--- config.mk ---
export PLATFORM = sky130hd
export DESIGN_NAME = alu_issue_ctrl_flat
export DESIGN_NICKNAME = d
export VERILOG_FILES = /design/src/rtl/alu_issue_ctrl_pkg.sv /design/src/rtl/alu_issue_ctrl_if.sv /design/src/rtl/alu_issue_ctrl_mul_iter.sv /design/src/rtl/alu_issue_ctrl.sv /design/src/flat_wrapper.sv
export SDC_FILE = /design/constraint.sdc
export NUM_CORES = 1
export LEC_CHECK = 0
export CORE_MARGIN = 4
export CORE_UTILIZATION = 60
export DETAILED_ROUTE_END_ITERATION = 12
export DONT_BUFFER_PORTS = 1
export GPL_TIMING_DRIVEN = 1
export PLACE_DENSITY = 0.74
export SYNTH_ARGS = -nofsm -noshare
export SYNTH_HDL_FRONTEND = slang
export SYNTH_SLANG_ARGS = --single-unit
--- constraint.sdc ---
create_clock -name clk_i -period 7 [get_ports clk_i]
set_clock_uncertainty 0.05 [all_clocks]
set_input_delay 1.4 -clock clk_i [delete_from_list [all_inputs] [get_ports clk_i]]
set_output_delay 1.4 -clock clk_i [all_outputs]
set_load 0.05 [all_outputs]
--- src/rtl/alu_issue_ctrl_pkg.sv ---
// Shared ALU opcode and controller-state types for the EX-stage ALU, its control
// decoder and the issue controller.
package alu_pkg;

    typedef enum logic [2:0] {
        OP_AND     = 3'b000,
        OP_OR      = 3'b001,
        OP_ADD     = 3'b010,
        OP_MUL     = 3'b011,
        OP_SUB     = 3'b110,
        OP_INVALID = 3'b111
    } alu_op_t;

    typedef enum logic {
        IDLE,
        MUL_RUN
    } ctrl_state_t;

endpackage

--- src/rtl/alu_issue_ctrl_if.sv ---
// ID/EX to ALU issue bus: operation handshake, result strobe and pipeline stall.
interface alu_issue_ctrl_if #(
    parameter int unsigned WIDTH = 32
);
    import alu_pkg::*;

    logic             valid_i;
    logic             ready_o;
    logic [2:0]       op_i;
    logic [WIDTH-1:0] data1_i;
    logic [WIDTH-1:0] data2_i;
    logic [WIDTH-1:0] result_o;
    logic             valid_o;
    logic             err_o;
    logic             stall_o;

    modport master (
        output valid_i, op_i, data1_i, data2_i,
        input  ready_o, result_o, valid_o, err_o, stall_o
    );

    modport slave (
        input  valid_i, op_i, data1_i, data2_i,
        output ready_o, result_o, valid_o, err_o, stall_o
    );

endinterface

--- src/rtl/alu_issue_ctrl_mul_iter.sv ---
// Iterative shift-add multiplier: one partial product per step, low WIDTH bits kept.
// ALU_MUL_EARLY_EXIT_EN: also finishes on the step that consumes the last set multiplier bit.
module alu_mul_iter
    import alu_pkg::*;
#(
    parameter int unsigned WIDTH = 32
) (
    input  logic             clk_i,
    input  logic             rst_i,
    input  logic             start_i,
    input  logic [WIDTH-1:0] a_i,
    input  logic [WIDTH-1:0] b_i,
    input  logic             step_i,
    output logic             done_o,
    output logic [WIDTH-1:0] product_o
);

    localparam int unsigned CW = $clog2(WIDTH + 1);

    logic [WIDTH-1:0] mcand_q;
    logic [WIDTH-1:0] mplier_q;
    logic [WIDTH-1:0] acc_q;
    logic [WIDTH-1:0] acc_d;
    logic [CW-1:0]    cnt_q;
    logic             last;

    always_comb begin
        acc_d = acc_q + (mplier_q[0] ? mcand_q : '0);
        last  = (cnt_q == CW'(WIDTH - 1));
`ifdef ALU_MUL_EARLY_EXIT_EN
        last  = last || ((mplier_q >> 1) == '0);
`endif
        done_o    = step_i && last;
        // Product includes the partial sum of the finishing step.
        product_o = acc_d;
    end

    always_ff @(posedge clk_i) begin
        if (rst_i) begin
            mcand_q  <= '0;
            mplier_q <= '0;
            acc_q    <= '0;
            cnt_q    <= '0;
        end else if (start_i) begin
            mcand_q  <= a_i;
            mplier_q <= b_i;
            acc_q    <= '0;
            cnt_q    <= '0;
        end else if (step_i) begin
            acc_q    <= acc_d;
            mcand_q  <= mcand_q << 1;
            mplier_q <= mplier_q >> 1;
            cnt_q    <= cnt_q + CW'(1);
        end
    end

endmodule

--- src/rtl/alu_issue_ctrl.sv ---
// EX-stage ALU issue controller: single-cycle AND/OR/ADD/SUB, iterative MUL with stall.
// Optional macro ALU_MUL_EARLY_EXIT_EN enables early MUL completion in alu_mul_iter.
module alu_issue_ctrl
    import alu_pkg::*;
#(
    parameter int unsigned WIDTH = 32
) (
    input  logic           clk_i,
    input  logic           rst_i,
    alu_issue_ctrl_if.slave bus
);

    ctrl_state_t      state_q;
    logic [WIDTH-1:0] result_q;
    logic             valid_q;
    logic             err_q;
    logic             ready_q;
    logic             stall_q;

    logic             accept;
    logic             mul_start;
    logic             mul_step;
    logic             mul_done;
    logic [WIDTH-1:0] mul_product;

    always_comb begin
        accept    = bus.valid_i && ready_q;
        mul_start = accept && (state_q == IDLE) && (bus.op_i == OP_MUL);
        mul_step  = (state_q == MUL_RUN);
    end

    alu_mul_iter #(
        .WIDTH (WIDTH)
    ) u_mul (
        .clk_i     (clk_i),
        .rst_i     (rst_i),
        .start_i   (mul_start),
        .a_i       (bus.data1_i),
        .b_i       (bus.data2_i),
        .step_i    (mul_step),
        .done_o    (mul_done),
        .product_o (mul_product)
    );

    always_ff @(posedge clk_i) begin
        if (rst_i) begin
            state_q  <= IDLE;
            result_q <= '0;
            valid_q  <= 1'b0;
            err_q    <= 1'b0;
            ready_q  <= 1'b1;
            stall_q  <= 1'b0;
        end else begin
            case (state_q)
                IDLE: begin
                    if (accept) begin
                        valid_q <= 1'b1;
                        err_q   <= 1'b0;
                        case (bus.op_i)
                            OP_AND: result_q <= bus.data1_i & bus.data2_i;
                            OP_OR:  result_q <= bus.data1_i | bus.data2_i;
                            OP_ADD: result_q <= bus.data1_i + bus.data2_i;
                            OP_SUB: result_q <= bus.data1_i + ~bus.data2_i + WIDTH'(1);
                            OP_MUL: begin
                                valid_q <= 1'b0;
                                ready_q <= 1'b0;
                                stall_q <= 1'b1;
                                state_q <= MUL_RUN;
                            end
                            default: begin
                                result_q <= '0;
                                err_q    <= 1'b1;
                            end
                        endcase
                    end else begin
                        valid_q <= 1'b0;
                    end
                end
                MUL_RUN: begin
                    if (mul_done) begin
                        result_q <= mul_product;
                        valid_q  <= 1'b1;
                        err_q    <= 1'b0;
                        ready_q  <= 1'b1;
                        stall_q  <= 1'b0;
                        state_q  <= IDLE;
                    end else begin
                        valid_q <= 1'b0;
                    end
                end
                default: state_q <= IDLE;
            endcase
        end
    end

    assign bus.result_o = result_q;
    assign bus.valid_o  = valid_q;
    assign bus.err_o    = err_q;
    assign bus.ready_o  = ready_q;
    assign bus.stall_o  = stall_q;

endmodule

--- src/flat_wrapper.sv ---
// flat-port wrapper written by rule: the top's interface ports become plain ports
module alu_issue_ctrl_flat import alu_pkg::*;
#(
    parameter int unsigned WIDTH = 32
)
  (clk_i, rst_i, bus_valid_i, bus_op_i, bus_data1_i, bus_data2_i, bus_ready_o, bus_result_o, bus_valid_o, bus_err_o, bus_stall_o);
  alu_issue_ctrl_if #(.WIDTH(WIDTH)) bus_i ();
  input  logic clk_i;
  input  logic rst_i;
  input wire logic [$bits(bus_i.valid_i)-1:0] bus_valid_i;
  input wire logic [$bits(bus_i.op_i)-1:0] bus_op_i;
  input wire logic [$bits(bus_i.data1_i)-1:0] bus_data1_i;
  input wire logic [$bits(bus_i.data2_i)-1:0] bus_data2_i;
  output wire logic [$bits(bus_i.ready_o)-1:0] bus_ready_o;
  output wire logic [$bits(bus_i.result_o)-1:0] bus_result_o;
  output wire logic [$bits(bus_i.valid_o)-1:0] bus_valid_o;
  output wire logic [$bits(bus_i.err_o)-1:0] bus_err_o;
  output wire logic [$bits(bus_i.stall_o)-1:0] bus_stall_o;
  assign bus_i.valid_i = bus_valid_i;
  assign bus_i.op_i = bus_op_i;
  assign bus_i.data1_i = bus_data1_i;
  assign bus_i.data2_i = bus_data2_i;
  assign bus_ready_o = bus_i.ready_o;
  assign bus_result_o = bus_i.result_o;
  assign bus_valid_o = bus_i.valid_o;
  assign bus_err_o = bus_i.err_o;
  assign bus_stall_o = bus_i.stall_o;
  alu_issue_ctrl #(.WIDTH(WIDTH)) u_core (.clk_i(clk_i), .rst_i(rst_i), .bus(bus_i));
endmodule
=== Word level (Yosys, flattened, before mapping) ===
Index checks and enable logic that the tools add are counted.

* Register bits: 139
* Input bits: 70
* Output and inout bits: 36
* Logic and storage cells: 67

* $add $sub $neg: 5
* Equality and inequality tests: 9
* Muxes and demuxes: 28
* Bitwise operators: 4
* Reductions and logical operators: 11

{| class="wikitable"
|+ Operator list
! operator !! count
|-
| $mux 32 || 7
|-
| $pmux 32 s5 || 1
|-
| $add 32x32->32 || 3
|-
| $pmux 32 s2 || 1
|-
| $add 32x1->32 const B || 1
|-
| $and 32x32->32 || 1
|-
| $not 32->32 || 1
|-
| $or 32x32->32 || 1
|-
| $mux 1 || 14
|-
| $pmux 1 s2 || 5
|-
| $add 6x1->6 const B || 1
|-
| $eq 3x2->1 const B || 2
|-
| $eq 6x5->1 const B || 1
|-
| $ne 2x2->1 const B || 3
|-
| $reduce_and 3->1 || 2
|-
| $reduce_or 5->1 || 1
|-
| $logic_and 1x1->1 || 4
|-
| $eq 3x1->1 const B || 1
|-
| $eq 3x3->1 const B || 1
|-
| $logic_not 3->1 || 1
|-
| $ne 2x1->1 const B || 1
|-
| $reduce_and 2->1 || 1
|-
| $reduce_bool 2->1 || 1
|-
| $reduce_or 2->1 || 1
|-
| $not 1->1 || 1
|}

=== Depth between registers and ports, before layout ===
Gate-level depths: netlist of run 1.

* Word-level depth: 6
* Gate-level depth with buffers: 14
* Gate-level depth less buffers: 14

=== By module ===
Synthesis of run 1 repeated with hierarchy kept, for this count alone.

* Cells, all modules: 1745
* Area, all modules: 12823.5 um2

{| class="wikitable"
|+ Modules (own cells, without submodules)
! module !! instances !! cells each !! area each (um2) !! seq. area each (um2)
|-
| alu_issue_ctrl || 1 || 938 || 6436.2 || 740.7
|-
| alu_mul_iter || 1 || 807 || 6387.4 || 2042.0
|}

=== Worst setup path before layout of run 1 ===
No wires, ideal clock.

* Path kind: input port to flip-flop
* Start: input port bus_data2_i[8]
* End: register u_core.result_q[29], in the netlist u_core.bus.result_o[29]
* Library setup time: 0.079 ns
* Arrival time: 3.890 ns
* Required time: 6.871 ns
* Slack: 2.981 ns
* Stages on the path: 12
* Buffers on the path: 1
* Cell sequence: inv_1 > ha_1 > buf_6 > nor4_4 > o211ai_2 > a41o_1 > o41a_1 > o211ai_2 > a21oi_1 > o21a_1 > or4b_1 > o211ai_1

* Word-level cells in the longest chain between the ends: 6
* Elaborated cells between the ends (all ways): 7
* Those cells by class: add/sub: 3; mux: 3; bitwise: 1

{| class="wikitable"
|+ RTL lines
! element !! line !! text
|-
| from (decl) || flat_wrapper.sv:13 || <nowiki>input wire logic [$bits(bus_i.data2_i)-1:0] bus_data2_i;</nowiki>
|-
| $not 32->32 || alu_issue_ctrl.sv:63 || <nowiki>OP_SUB: result_q <= bus.data1_i + ~bus.data2_i + WIDTH'(1);</nowiki>
|-
| $add 32x32->32 || alu_issue_ctrl.sv:63 ||
|-
| $add 32x1->32 || alu_issue_ctrl.sv:63 ||
|-
| $pmux 32 s5 * || alu_issue_ctrl.sv:59 || <nowiki>case (bus.op_i)</nowiki>
|-
| $mux 32 * || alu_issue_ctrl.sv:56 || <nowiki>if (accept) begin</nowiki>
|-
| $pmux 32 s2 * || alu_issue_ctrl.sv:54 || <nowiki>case (state_q)</nowiki>
|-
| to (signal assigned) || alu_issue_ctrl.sv:60 || <nowiki>OP_AND: result_q <= bus.data1_i & bus.data2_i;</nowiki>
|-
| to (signal assigned) || alu_issue_ctrl.sv:61 || <nowiki>OP_OR: result_q <= bus.data1_i | bus.data2_i;</nowiki>
|-
| to (signal assigned) || alu_issue_ctrl.sv:63 ||
|-
| to (decl) || alu_issue_ctrl.sv:14 || <nowiki>logic [WIDTH-1:0] result_q;</nowiki>
|}

Mark *: on every way between the ends. The rest lies on a longest branch, timed or not. The select of a mux whose other input is x is not followed.
A chain may end at the register's enable or synchronous reset.

=== Worst setup path after layout of run 1 ===
* Start: register u_core.u_mul.mplier_q[0]
* End: register u_core.result_q[28], in the netlist u_core.bus.result_o[28]

* Word-level cells in the longest chain between the ends: 4

{| class="wikitable"
|+ RTL lines
! element !! line !! text
|-
| from (decl) || alu_issue_ctrl_mul_iter.sv:21 || <nowiki>logic [WIDTH-1:0] mplier_q;</nowiki>
|-
| from (signal assigned) || alu_issue_ctrl_mul_iter.sv:46 || <nowiki>mplier_q <= b_i;</nowiki>
|-
| from (signal assigned) || alu_issue_ctrl_mul_iter.sv:52 || <nowiki>mplier_q <= mplier_q >> 1;</nowiki>
|-
| $mux 32 || alu_issue_ctrl_mul_iter.sv:28 || <nowiki>acc_d = acc_q + (mplier_q[0] ? mcand_q : '0);</nowiki>
|-
| $add 32x32->32 || alu_issue_ctrl_mul_iter.sv:28 ||
|-
| $mux 32 || alu_issue_ctrl.sv:80 || <nowiki>if (mul_done) begin</nowiki>
|-
| $pmux 32 s2 || alu_issue_ctrl.sv:54 ||
|-
| to (signal assigned) || alu_issue_ctrl.sv:60 ||
|-
| to (signal assigned) || alu_issue_ctrl.sv:61 ||
|-
| to (signal assigned) || alu_issue_ctrl.sv:81 || <nowiki>result_q <= mul_product;</nowiki>
|}

No other way between the ends. The select of a mux whose other input is x is not followed.

==> summary.md, run 1 <==
After clock tree synthesis, the flow added hold-fix buffers numbering 0. For the wire length of the first global-routing pass, the log shows 58200 um. For the count of routing violations after the opening detailed-route iteration, the log shows 1357. In the synthesized netlist the dominant register cell turns out to be sky130_fd_sc_hd__dfxtp_1. The run gives 0.249 GHz as the maximum frequency from static timing analysis. The filler cells instantiated in the layout total 1713.

Headroom to the max-slew limit came out at 28.1%. The post-synth design cell area was 11800 um2. The synthesis-to-layout area growth is 5.28%, and the portion of the post-synthesis area used by sequential elements is 23.7%. After synthesis, the netlist uses 73 different library cells.

The placer's final routability congestion estimate is 0.974, and the number of nets with antenna violations after detailed routing is 0. The number of failing setup endpoints in the final timing report is 0, and the power spent charging and discharging nets is 0.736 mW. The tool flagged a number of max-cap violations equal to 0. In the post-synthesis netlist, the biggest area contributors are sky130_fd_sc_hd__dfxtp_1, sky130_fd_sc_hd__ha_1, sky130_fd_sc_hd__a21oi_1. In this run the static leakage power is 5.25 nW. Summed over its instances, the top area cell type makes up 23.7% of the synthesized netlist area.

Along the worst path, the maximum fanout reaches 33. Synthesis produced a netlist with a net count of 1761. The antenna diode instance count was 0. In the final timing run, aggregate negative setup slack is 0 ns. In this run the number of H-tree levels came out at 4. Measured along the x axis, the die boundary spans 148 um. After clock tree synthesis, the setup repair step added 0 buffers. For the number of buffers created by CTS, the log shows 17.

STA classifies the critical path startpoint as a register. The number of antenna violations at the first check in global routing came out at 0. Cell type with the largest total area after synthesis: sky130_fd_sc_hd__dfxtp_1. Post-CTS repair changed the size of 0 cells.

Arrival time at the worst endpoint: 4.28 ns. CTS saw 139 sinks. The setup path with the least slack is of type reg -> reg. Combinational logic burns 19.7% of the power. The switching share of total power was 32.4%. The number of enable flip-flop cells after synthesis was 0; the count of boundary I/O pins was 106. The min-delay analysis places its worst path in the category reg -> reg. Setup repair after global routing left no endpoint under its margin.

For the worst setup path, the data required time is 7.26 ns. The largest buffer count on any clock path was 2. The share of synthesized registers carrying an async set or reset works out to 0%.

Entering global routing, the biggest net connects 89 pins. The count of buffers added on input and output ports is 0. The nature of the critical path endpoint was a register. The post-DP HPWL was 28000 um; the number of global-route vias before repair was 10400. For the worst IR drop on VDD, the log shows 0.000202 V. The clock network is responsible for 42.0% of the overall power. Flip-flop and latch count after synthesis: 139. For this run, the number of Yosys warnings is 0. The cell at the root of the clock tree was sky130_fd_sc_hd__clkbuf_16.

In the layout the commonest cells are sky130_fd_sc_hd__a21oi_1, sky130_fd_sc_hd__nand2_1, sky130_fd_sc_hd__dfxtp_1, sky130_fd_sc_hd__ha_1, sky130_fd_sc_hd__nor2_1. The final count of hold timing violations is 0, and the leftover overflow at the end of global routing is 0. The logs give 1.54 mW for the cell-internal power and 0.44 ns for the clock latency on the worst-skew pair. In the finished design, the share of the clock period the worst path needs comes to 57.3%.

Power spread over the standard cell area amounts to 184 nW/um2. Global routing used 33.6% of the available tracks across all layers. The count of standard-cell rows is 50, and the share of cells above drive strength 1 is 3.52%. The total routed wirelength was 37300 um; the count of cells along the worst register-to-register path was 13.

The routed layout has 11400 vias. Proportion of power drawn by flip-flops and latches: 38.3%. The slew of the pin with the lowest slew margin is 1.07 ns, and the worst stage delay on the critical path is 0.60 ns.

For the initial core utilization, the log shows 62.0%. The net count of the finished layout is 1697. Traced cell by cell, the critical path runs through and2_1 > ha_1 > fa_1 > a211oi_1 > o21ai_0 > a21oi_1 > a21o_1 > nand2_1 > a41o_1 > o221ai_1 > xnor2_1 > a31oi_1 > o2bb2ai_1. A synthesized cell averages 7.55 um2.

The region available for standard cell placement spans 19000 um2. Counting instances, the worst hold path has a depth of 2. Total power for the finished layout comes to 2.28 mW. The floorplan die height was 148 um. After detailed routing, the number of remaining DRC violations is 0. For this run, the detailed router's first-pass iteration total came to 5. The library cell used most frequently in the layout, excluding fill and tap cells, is sky130_fd_sc_hd__a21oi_1. The via-per-instance ratio was 6.44; the total count of max-transition violations in the final report was 0. The flow ran to the end, and the final reports show no timing, DRC or antenna violations. The clock edge transition at the registers on the reported setup and hold paths was 0.06 ns; the minimum period implied by the final worst setup slack was 4.01 ns. The slowest cell on the critical path is sky130_fd_sc_hd__dfxtp_1. The cell count after synthesis came out at 1556.

In the final routed layout, each cell accounts on average for 21.2 um. The area of the die was 21900 um2. TritonCTS built the clock tree.
[synth_stat cells (all sizes together), types with 7 or more instances]
library cell / number
a211o: 9
a211oi: 20
a21o: 30
a21oi: 178
a221oi: 18
a22oi: 73
a31oi: 16
and2: 36
and3: 9
buf: 15
clkbuf: 74
dfxtp: 139
ha: 132
inv: 112
mux2i: 37
nand2: 160
nand2b: 8
nand3: 24
nand4: 10
nor2: 124
nor2b: 19
nor3: 24
nor4: 12
o211ai: 15
o21a: 10
o21ai: 70
o21bai: 18
o221ai: 7
o22ai: 7
o31ai: 9
or3: 9
xnor2: 42
xor2: 20
[layout make-up]
cell class              instances  area (um2)  share of cell area, %
flip-flops and latches        139        2790                   22.5
well taps                     260         325                   2.63
multi-input cells            1214        8190                   66.2
repair buffers                  6        45.0                  0.364
clock buffers                  18         429                   3.47
inverters                     114         428                   3.46
clock inverters                13         166                   1.34
[power by group through the flow]
stage / clock (mW) / combinational (mW) / sequential (mW)
global placement: 0 / 0.431 / 0.890
CTS: 0.958 / 0.435 / 0.873
finish: 0.956 / 0.448 / 0.873
global route: 0.990 / 0.491 / 0.874
detailed placement: 0 / 0.432 / 0.890
floorplan: 0 / 0.354 / 0.876
[critical path, delay by kind of cell, from the launching register on]
family                   cells  cell delay, ns
AO/OA/AOI/OAI                8            2.00
XOR/XNOR                     1            0.15
adder cells (fa/ha/maj)      2            0.68
flip-flops                   1            0.60
AND/OR/NAND/NOR              2            0.39
[sequential cells by signal, indices dropped and copies added (netlist names)]
register	count
u_core.bus.valid_o	1
u_core.bus.stall_o	1
u_core.u_mul.mcand_q	32
u_core.mul_step	1
u_core.u_mul.cnt_q	6
u_core.u_mul.acc_q	32
u_core.bus.err_o	1
u_core.u_mul.mplier_q	32
u_core.bus.result_o	32
u_core.bus.ready_o	1
[per-layer routing]
layer / global-route usage [%] / wire (um) / vias to the layer above
met5: 0 / 0 / -
met4: 6.93 / 501 / 0
met3: 8.52 / 4080 / 34
met2: 48.7 / 15500 / 498
met1: 50.3 / 17300 / 5411
li1: - / - / 5423
[cell families (layout without fill, tap and decap cells)]
kind of cell	Yosys count	in the layout	share of synthesized area, %
xor+xnor	62	62	4.62
buf+inv	203	151	6.77
compound gates	523	523	29.0
flops	139	139	23.7
mux	37	37	3.15
simple gates	457	457	18.3
fa+ha+maj	135	135	14.6
[worst paths after layout]
path,slack (ns),startpoint,to
worst max register to register,2.99,u_core.u_mul.mplier_q[0],u_core.bus.result_o[28]
worst min-delay path,0.40,u_core.u_mul.mplier_q[2],u_core.u_mul.mplier_q[2]
worst min register to register,0.40,u_core.u_mul.mplier_q[2],u_core.u_mul.mplier_q[2]
worst max-delay path,2.99,u_core.u_mul.mplier_q[0],u_core.bus.result_o[28]
[metrics by stage]
stage	setup slack [ns]	hold slack, ns	std cells	utilization (%)	instance area [um2]
final	2.99	0.404	1764	65.3	12400
after global routing	2.77	0.413	1764	65.3	12400
after CTS	3.09	0.400	1764	65.3	12400
after detailed placement	2.62	0.391	1733	62.1	11800
after global placement	2.61	0.387	1733	62.1	11800
after floorplan	2.98	0.387	1556	-	11800
(Power assumes the default switching activity.)
==> inputs of run 2 (changes only) <==
- clock period: 7 -> 3.8 ns (I/O delays scaled with it)
==> run 2 against run 1 <==
Effect of this change:
- core utilization up 0.86 points
- sequential share of layout area shrank 0.29 points
- count of clock-buffer cells in the layout stayed put
- worst hold slack got worse by 0.072 ns
- non-clock buffer count rose by 24
- first-iteration DRC count decreased by 16%
- flip-flop and latch count unchanged
- routed wire length shrank 3.4%
- power grew 82%
- cell area increased by 1.3%
==> summary.md, run 2 (same netlist as run 1, synthesis figures left out) <==
For this design the ratio of total power to cell area is 330 nW/um2. The final layout contains 1721 nets. The critical path contains buffers and inverters numbering 0 combined.

The leftover overflow at the end of global routing came out at 0. The run finished with clean final reports. TritonCTS built the clock tree. The signal on the critical path passes through and2_1 > ha_1 > fa_1 > a211oi_1 > o21ai_0 > a21oi_1 > a21o_1 > nand2_1 > a41o_1 > a31oi_1 > xnor2_1 > a221oi_1 > o21ai_1. The slew of the pin with the lowest slew margin is 0.865 ns, and the area of the die is 21900 um2. The static leakage power is 5.35 nW, and the first-pass detailed-route iteration total is 6. The cell count of the worst hold path was 1. The cell area after layout is 12500 um2.

Summed over all layers, the routed wires come to 36000 um. For the count of non-filler cells in the finished layout, the log shows 1789. The via-per-instance ratio is 6.41, and the share of cells above drive strength 1 is 5.10%.

The slowest cell on the critical path was sky130_fd_sc_hd__fa_1. From synthesis to final layout, the design area changed by 6.67%. The core region is 19000 um2. The x dimension of the die works out to 148 um. The worst pin sits at a relative slew slack of 42.3%.

Broken down by cell family, the worst path's largest delay share belongs to compound AO/OA/AOI/OAI gates. For the final routed database, the setup TNS stands at 0 ns. The number of antenna violations at the first check in global routing was 1; the count of cells along the worst register-to-register path was 13. The count of standard-cell rows was 50. The clock sink total was 139. The antenna diode instance count came out at 0. The clock edge transition at the registers on the reported setup and hold paths is 0.07 ns, and the largest buffer count on any clock path is 2. For this block, the initial DRC count from the detailed router was 1144. The root buffer cell chosen for the clock tree is sky130_fd_sc_hd__clkbuf_16. For the post-place instance area, the log shows 12000 um2. The tools report the multi-input logic area as 8190 um2. The logs give 0 for the number of maximum-capacitance violations and 4.06 ns for the worst endpoint required time. Across every metal layer, demand over resource in global routing totals 31.8%. The cell-internal power is 2.75 mW. The maximum level of the CTS H-tree was 4. For this run, the top clock speed supported by timing is 0.284 GHz. The completed layout was analyzed and its total power is 4.14 mW.

The count of buffers added on input and output ports is 0. By startpoint and endpoint, the worst setup path is classified as reg -> reg. Startpoint class of the critical path: a register.

The floorplan die height is 148 um. The worst-case IR drop observed on VDD is 0.000337 V. The proportion of power drawn by flip-flops and latches is 38.5%, and the minimum period implied by the final worst setup slack is 3.52 ns. Of the total power, the share spent switching nets is 33.6%.

The final count of hold timing violations was 0; the number of global-route vias before repair was 10200. The number of instances resized during post-cts repair was 0; the wire length of the first global-routing pass was 56200 um. Clock tree synthesis inserted a total of 17 buffers. The power spent charging and discharging nets is 1.39 mW, and the worst stage delay on the critical path is 0.46 ns. The initial utilization of the core area, before any placement, comes to 62.0%. In this run, post-CTS hold repair placed 0 buffers. The critical path runs through a total of 13 cells.

The clock reaches the later pin of the worst-skew pair after 0.45 ns. Setup repair after global routing left no endpoint under its margin. Post-CTS timing repair inserted 0 buffers for setup.

The total count of max-transition violations in the final report came out at 0. The run gives 0.965 as the placer's final routability congestion estimate. The tools report the sequential cell area as 2790 um2.

Entering global routing, the biggest net connects 89 pins. The logs give 27000 um for the post-DP HPWL and 3.78 ns for the arrival time at the worst endpoint. Once placement completed, the tool counted placed cells totaling 1757.

106 I/O pins were placed. The number of nets with antenna violations after detailed routing is 0, and the largest fanout on the critical path is 3. The logic gate share of total power is 20.7%. The nature of the critical path endpoint is a register. Of the available clock period, the critical path in the final layout requires 92.5%. The library cell used most frequently in the layout, excluding fill and tap cells, is sky130_fd_sc_hd__a21oi_1.

The logs give 0 for the number of failing setup endpoints in the final timing report and 40.8% for the proportion of power drawn by the clock network. The run gives 11500 as the via count. The tools report the count of filler cells inserted in the layout as 1725. The min-delay analysis places its worst path in the category in -> reg.

For the DRC violation count after routing, the log shows 0. The worst hold slack came out at 0.332 ns. The final routed wire length divided by cell count works out to 20.2 um.

In the layout the commonest cells are sky130_fd_sc_hd__a21oi_1, sky130_fd_sc_hd__nand2_1, sky130_fd_sc_hd__dfxtp_1, sky130_fd_sc_hd__ha_1, sky130_fd_sc_hd__nor2_1.
run 2: area by class of cell:
cell class	count	share of cell area (%)
timing repair buffer	30	1.80
clock inverter	14	1.20
clock buffer	18	3.42
inverter	114	3.41
multi-input combinational	1214	65.4
sequential	139	22.2
tap	260	2.59
run 2: final timing paths:
path	start	end	slack, ns
worst max-delay path	u_core.u_mul.mcand_q[0]	u_core.bus.result_o[24]	0.28
worst min register to register	u_core.u_mul.mplier_q[12]	u_core.u_mul.mplier_q[12]	0.40
worst max register to register	u_core.u_mul.mcand_q[0]	u_core.bus.result_o[24]	0.28
worst min-delay path	rst_i	u_core.u_mul.mplier_q[30]	0.33
run 2: layer usage:
layer | vias up | global-route usage (%) | routed length, um
met2 | 524 | 47.5 | 15300
met5 | - | 0 | 0
met1 | 5423 | 47.1 | 16000
met4 | 0 | 8.08 | 687
li1 | 5475 | - | -
met3 | 49 | 6.10 | 4080
run 2: power by group through the flow:
stage               logic (mW)  registers, mW  clock network [mW]
finish                   0.857           1.59                1.69
global route             0.933           1.60                1.75
CTS                      0.832           1.59                1.70
detailed placement       0.827           1.63                   0
global placement         0.820           1.63                   0
floorplan                0.651           1.61                   0
run 2: per-stage QoR:
stage,utilization [%],worst slack (ns)
after floorplan,-,0.421
after global placement,63.1,0.200
after detailed placement,63.1,0.157
after global routing,66.1,0.0255
after CTS,66.1,0.322
final,66.1,0.283
